<file path="config.mk">
export PLATFORM = sky130hd
export DESIGN_NAME = knight_rider_ctrl
export DESIGN_NICKNAME = d
export VERILOG_FILES = /design/src/rtl/knight_rider_pkg.sv /design/src/rtl/knight_rider_tick_gen.sv /design/src/rtl/knight_rider_ctrl.sv
export SDC_FILE = /design/constraint.sdc
export NUM_CORES = 1
export LEC_CHECK = 0
export CAP_MARGIN = 30
export CORE_ASPECT_RATIO = 0.75
export CORE_MARGIN = 2
export CORE_UTILIZATION = 45
export DETAILED_ROUTE_END_ITERATION = 8
export PLACE_DENSITY = 0.71
export SKIP_CTS_REPAIR_TIMING = 1
export SLEW_MARGIN = 5
export SYNTH_ARGS = -nofsm -noshare
export SYNTH_HDL_FRONTEND = slang
export SYNTH_HIERARCHICAL = 1
export SYNTH_SLANG_ARGS = --single-unit
</file>
<file path="constraint.sdc">
create_clock -name clk -period 2.72 [get_ports clk]
set_input_delay 0.408 -clock clk [delete_from_list [all_inputs] [get_ports clk]]
set_output_delay 0.408 -clock clk [all_outputs]
set_load 0.01 [all_outputs]
</file>
<file path="src/rtl/knight_rider_pkg.sv">
// Shared types and defaults for the knight-rider sequencer and its prescaler.
package knight_rider_pkg;

  localparam int N_LEDS_DEF     = 8;
  localparam int PRESCALE_DEF   = 1024;
  localparam int STEP_TICKS_DEF = 16;

  typedef enum logic [1:0] {
    IDLE     = 2'd0,
    RUN_UP   = 2'd1,
    RUN_DOWN = 2'd2
  } state_e;

  // Counter/index width that never collapses to zero bits.
  function automatic int pos_width(input int n);
    return (n < 2) ? 1 : $clog2(n);
  endfunction

endpackage

</file>
<file path="src/rtl/knight_rider_tick_gen.sv">
// Free-running prescaler producing a one-cycle tick every PRESCALE clocks.
module tick_gen
  import knight_rider_pkg::*;
#(
  parameter int PRESCALE = PRESCALE_DEF
) (
  input  logic clk,
  input  logic rst_n,
  input  logic hold_i,
  output logic tick_o
);

  localparam int CW = pos_width(PRESCALE);
  localparam logic [CW-1:0] CNT_LAST = CW'(PRESCALE - 1);

  logic [CW-1:0] cnt_q;
  logic          tick_q;

  // hold_i keeps the count parked at zero until the reset release has synchronised.
  always_ff @(posedge clk or negedge rst_n) begin
    if (!rst_n) begin
      cnt_q  <= '0;
      tick_q <= 1'b0;
    end else if (hold_i) begin
      cnt_q  <= '0;
      tick_q <= 1'b0;
    end else begin
      tick_q <= (cnt_q == CNT_LAST);
      cnt_q  <= (cnt_q == CNT_LAST) ? '0 : cnt_q + 1'b1;
    end
  end

  assign tick_o = tick_q;

endmodule

</file>
<file path="src/rtl/knight_rider_ctrl.sv">
// Sweep sequencer: one-hot select bouncing or wrapping across a bank of fade engines.
//   state    | meaning
//   IDLE     | sel all zero, waiting for an en rising edge
//   RUN_UP   | position index increasing each step
//   RUN_DOWN | position index decreasing each step (bounce mode only)
module knight_rider_ctrl
  import knight_rider_pkg::*;
#(
  parameter int N_LEDS     = N_LEDS_DEF,
  parameter int PRESCALE   = PRESCALE_DEF,
  parameter int STEP_TICKS = STEP_TICKS_DEF
) (
  input  logic                         clk,
  input  logic                         rst_n,
  input  logic                         en,
  input  logic                         oneshot,
  input  logic                         wrap,
  output logic                         tick,
  output logic [N_LEDS-1:0]            sel,
  output logic [pos_width(N_LEDS)-1:0] pos,
  output logic                         dir,
  output logic                         busy,
  output logic                         done
);

  localparam int PW = pos_width(N_LEDS);
  localparam int SW = pos_width(STEP_TICKS);
  localparam logic [SW-1:0] STEP_LAST = SW'(STEP_TICKS - 1);
  localparam logic [PW-1:0] POS_LAST  = PW'(N_LEDS - 1);
  localparam logic [PW-1:0] POS_TURN  = PW'(N_LEDS - 2);

  logic [1:0]        rst_sync_q;
  logic              hold;
  state_e            state_q, state_d;
  logic [PW-1:0]     pos_q, pos_d;
  logic              dir_q, dir_d;
  logic [SW-1:0]     step_q, step_d;
  logic              oneshot_q, oneshot_d;
  logic              wrap_q, wrap_d;
  logic              en_q;
  logic [N_LEDS-1:0] sel_q, sel_d;
  logic              done_q, done_d;
  logic              adv;

  always_ff @(posedge clk or negedge rst_n) begin
    if (!rst_n) rst_sync_q <= 2'b00;
    else        rst_sync_q <= {rst_sync_q[0], 1'b1};
  end

  assign hold = ~rst_sync_q[1];

  tick_gen #(.PRESCALE(PRESCALE)) u_tick_gen (
    .clk    (clk),
    .rst_n  (rst_n),
    .hold_i (hold),
    .tick_o (tick)
  );

  always_comb begin
    state_d   = state_q;
    pos_d     = pos_q;
    dir_d     = dir_q;
    step_d    = step_q;
    oneshot_d = oneshot_q;
    wrap_d    = wrap_q;
    done_d    = 1'b0;
    adv       = 1'b0;
    sel_d     = '0;

    unique case (state_q)
      IDLE: begin
        if (en && !en_q) begin
          state_d   = RUN_UP;
          pos_d     = '0;
          dir_d     = 1'b0;
          step_d    = '0;
          oneshot_d = oneshot;
          wrap_d    = wrap;
        end
      end
      RUN_UP, RUN_DOWN: begin
        // Stop takes priority over a coincident step expiry.
        if (!en) begin
          state_d = IDLE;
        end else if (tick) begin
          if (step_q == STEP_LAST) begin
            step_d = '0;
            adv    = 1'b1;
          end else begin
            step_d = step_q + 1'b1;
          end
        end
      end
      default: state_d = IDLE;
    endcase

    if (adv) begin
      if (state_q == RUN_UP) begin
        if (pos_q != POS_LAST) begin
          pos_d = pos_q + 1'b1;
        end else if (!wrap_q) begin
          pos_d   = POS_TURN;
          state_d = RUN_DOWN;
          dir_d   = 1'b1;
        end else if (!oneshot_q) begin
          pos_d = '0;
        end else begin
          state_d = IDLE;
          done_d  = 1'b1;
        end
      end else begin
        if (pos_q != '0) begin
          pos_d = pos_q - 1'b1;
        end else if (!oneshot_q) begin
          pos_d   = PW'(1);
          state_d = RUN_UP;
          dir_d   = 1'b0;
        end else begin
          state_d = IDLE;
          done_d  = 1'b1;
        end
      end
    end

    if (state_d == RUN_UP || state_d == RUN_DOWN) sel_d = N_LEDS'(1) << pos_d;
  end

  always_ff @(posedge clk or negedge rst_n) begin
    if (!rst_n) begin
      state_q   <= IDLE;
      pos_q     <= '0;
      dir_q     <= 1'b0;
      step_q    <= '0;
      oneshot_q <= 1'b0;
      wrap_q    <= 1'b0;
      en_q      <= 1'b0;
      sel_q     <= '0;
      done_q    <= 1'b0;
    end else if (hold) begin
      state_q   <= IDLE;
      pos_q     <= '0;
      dir_q     <= 1'b0;
      step_q    <= '0;
      oneshot_q <= 1'b0;
      wrap_q    <= 1'b0;
      en_q      <= 1'b0;
      sel_q     <= '0;
      done_q    <= 1'b0;
    end else begin
      state_q   <= state_d;
      pos_q     <= pos_d;
      dir_q     <= dir_d;
      step_q    <= step_d;
      oneshot_q <= oneshot_d;
      wrap_q    <= wrap_d;
      en_q      <= en;
      sel_q     <= sel_d;
      done_q    <= done_d;
    end
  end

  assign sel  = sel_q;
  assign pos  = pos_q;
  assign dir  = dir_q;
  assign done = done_q;
  assign busy = (state_q == RUN_UP) || (state_q == RUN_DOWN);

endmodule

</file>
==> metrics.md <==
| Metric | Value |
|---|---|
| Status | finished, final reports clean |
| Final Instance Area | 2270 sq um |
| Synth Register Bits | 35 |
| CTS sink count | 35 |
| Fin crit share | 0.867 |
| Root buffer cell | clkbuf_8 |
| P&R area growth vs syn | 20.9% |
| Met3 Track Usage GR | 0.0483 |
| Met1 usage | 0.293 |
| Hold path endpoint | rst_sync_q[1] |
| Avg Cell Area, Syn | 9.87 sq um |
| Syn nets | 204 |
| Min-Delay Startpoint | rst_sync_q[0] |
| P_leak | 0.995 nW |
| Worst min path class | flip-flop to flip-flop |
| Cell taking the most area after synthesis | dfrtp_1 |
| Total CTS buffers | 5 |
| Max VDD drop | 0.370 mV |
| Simple-gate area share of the yosys netlist | 0.218 |
| Worst Setup Path Type | flip-flop to flip-flop |
| Grt met2 use | 0.256 |
| Hold Path Depth | 0 |
| Unrepaired setup endpoints after global routing | no |
| I/O pin total | 20 |
| Average wire per cell in the routed design | 14.7 um |
| Final worst setup slack | 0.362 ns |
| GRT Overall Usage | 0.191 |
| CTS Buffer Depth | 2 |
| Antenna violation net count after detailed routing | 0 |
| Final hold violations | 0 |
| Routed wire length | 3990 um |
| Detail Placement HPWL | 2880 um |
| Overflow after GRT | 0 |
| 1st-pass router iterations | 4 |
| Synth Area in Compound Gates | 0.197 |
| Largest family of logic cells by synthesized area | simple AND/OR/NAND/NOR gates |
| Final Setup Violations | 0 |
| H-tree depth | 2 |
| Xor/xnor share of the synthesized area | 0.0140 |
| Initial antenna violation count | 0 |
| Clock share of power | 0.432 |
| Synth Instances | 190 |
| Reg2reg start | pos[0] |
| Worst R2R End | sel[1] |
| Worst slack at placement | 0.303 ns |
| Adder-Cell Fraction of Synth Area | 0.0600 |
| Rows | 20 |
| Initial Util | 0.466 |
| Fin crit period | 2.36 ns |
| Die H | 59.9 um |
| Warnings from Yosys | 6 |
| Combinational share of power | 0.092 |
| Async SR Flop Fraction | 1.00 |
| Max Transition Viols Final | 0 |
| Placed cell areas | 2150 sq um |
| Switching share of power | 0.235 |
| Layout Nets | 230 |
| Post-synth cell types | 51 |
| First-pass GRT wire length | 6690 um |
| Switch Pwr | 0.000270 W |
| Most frequent cells in the layout | dfrtp_1 (35), clkdlybuf4s50_1 (19), nor2_1 (16), nand2_1 (15), o21ai_0 (12) |
| Pin count of the biggest net entering global routing | 36 |
| Post-synthesis mux area share | 0.0167 |
| Vias in the first global route | 1,348 |
| Post-synth top area share | 0.467 |
| Data required time of the worst path | 2.92 ns |
| Ant diodes | 0 |
| Worst setup SP type | flip-flop |
| Final Core Density | 0.563 |
| Die ar. | 4710 sq um |
| Core ar. | 4030 sq um |
| DRC viols | 0 |
| Initial DRC Count | 146 |
| CTS tree | done |
| Crit. End Element | flip-flop |
| Clock slew at reported path FFs | 0.08 ns |
| Arr. time, crit path | 2.55 ns |
| Post-synth EDFFs | 0 |
| Vias per inst | 5.56 |
| Total power | 0.00115 W |
| Busiest grt layer | met1 |
| Top_reg_cell synth | dfrtp_1 |
| Setup TNS | 0 ns |
| Die width | 78.5 um |
| RD Place Congestion | 0.963 |
| Via count | 1,511 |
| Register area share after synthesis | 0.467 |
| Pwr Density | 505 nW/um^2 |
| Reg power frac | 0.475 |
| Synthesized cell area | 1880 sq um |
| Fraction of layout cells with a size suffix above 1 | 0.101 |
| Worst-case clock skew | 0.00768 ns |
| Reg2reg path depth | 7 |
| Internal | 0.000877 W |
| IO buf count | 19 |
| Register-to-register setup slack | 0.36 ns |
| Commonest non-fill, non-tap cell in the layout | dfrtp_1 |
| Max_cap viols | 0 |
| Fmax | 0.424 GHz |
| Clock insertion delay at the later pin of the skew report | 0.29 ns |
| Area contributors post-synth | dfrtp_1 (47%), ha_1 (6.0%), a211oi_1 (4.4%), o21ai_0 (3.2%), nor2_1 (3.2%) |
| Worst-path maximum fanout | 8 |
power by group through the flow:
| stage | Clock, W | Combinational [W] | Sequential (W) |
|---|---|---|---|
| 2_1_floorplan | 0 | 0.0000665 | 0.000551 |
| 4_1_cts | 0.000512 | 0.000106 | 0.000545 |
| 3_5_place_dp | 0 | 0.000106 | 0.000555 |
| 6_report | 0.000496 | 0.000106 | 0.000545 |
| 5_1_grt | 0.000531 | 0.000118 | 0.000547 |
| 3_3_place_gp | 0 | 0.000105 | 0.000555 |
synth_stat cells, types with 3 or more instances:
cell type  number
nand4_1         6
nor2b_1         4
nor2_1         16
o21ai_0        12
ha_1            9
nand3_1        11
a21oi_1         9
dfrtp_1        35
and2_1          3
nand2_1        15
and3_1          3
a211oi_1       11
inv_1           7
worst max path at each step:
stage,from,to,depth (start not counted)
floorplan,state_q[0],sel[0],7
global route,pos[0],sel[2],7
global placement,en,sel[2],6
CTS,pos[0],sel[1],7
finish,pos[0],sel[1],7
detailed placement,en,sel[2],6
metal layers:
layer	part of all wire	wire, um
met1	0.54	2160
met4	0.0098	39
met2	0.40	1600
met3	0.046	184
met5	0	0
flip-flops by register name, summed over array words and instances, names as in the netlist:
| signal | flops |
|---|---|
| dir | 1 |
| done | 1 |
| en_q | 1 |
| oneshot_q | 1 |
| pos | 3 |
| rst_sync_q | 2 |
| sel | 8 |
| state_q | 2 |
| step_q | 4 |
| u_tick_gen/cnt_q | 10 |
| u_tick_gen/tick_o | 1 |
| wrap_q | 1 |
area by class of cell:
| type | instances | area, sq um |
|---|---|---|
| Clock buffer | 6 | 82.6 |
| Clock inverter | 2 | 38.8 |
| Timing Repair Buffer | 23 | 220 |
| Tap cell | 55 | 68.8 |
| Multi-Input combinational cell | 143 | 952 |
| Sequential cell | 35 | 876 |
| Fill cell | 362 | 1760 |
| Inverter | 8 | 30.0 |
per-stage QoR:
step           hold slack (ns)  instances
3_3_place_gp             0.336        264
3_5_place_dp             0.340        264
6_report                 0.354        272
5_1_grt                  0.359        272
2_1_floorplan            0.112        190
4_1_cts                  0.358        272
critical path: stages, from the launching register on:
cell and delay (ns):
dfrtp_1 0.45, inv_1 0.13, ha_1 0.22, or3b_1 0.44, buf_4 0.18, or3_4 0.36
a21o_4 0.26, a211oi_1 0.22
cells by family after synthesis:
| group | after synthesis |
|---|---|
| AND/OR/NAND/NOR | 75 |
| AO/OA/AOI/OAI | 52 |
| flip-flops | 35 |
| buffers and inverters | 12 |
| adder cells (fa/ha/maj) | 9 |
| XOR/XNOR | 3 |
| multiplexers | 3 |
| other | 1 |
(Power assumes the default switching activity.)
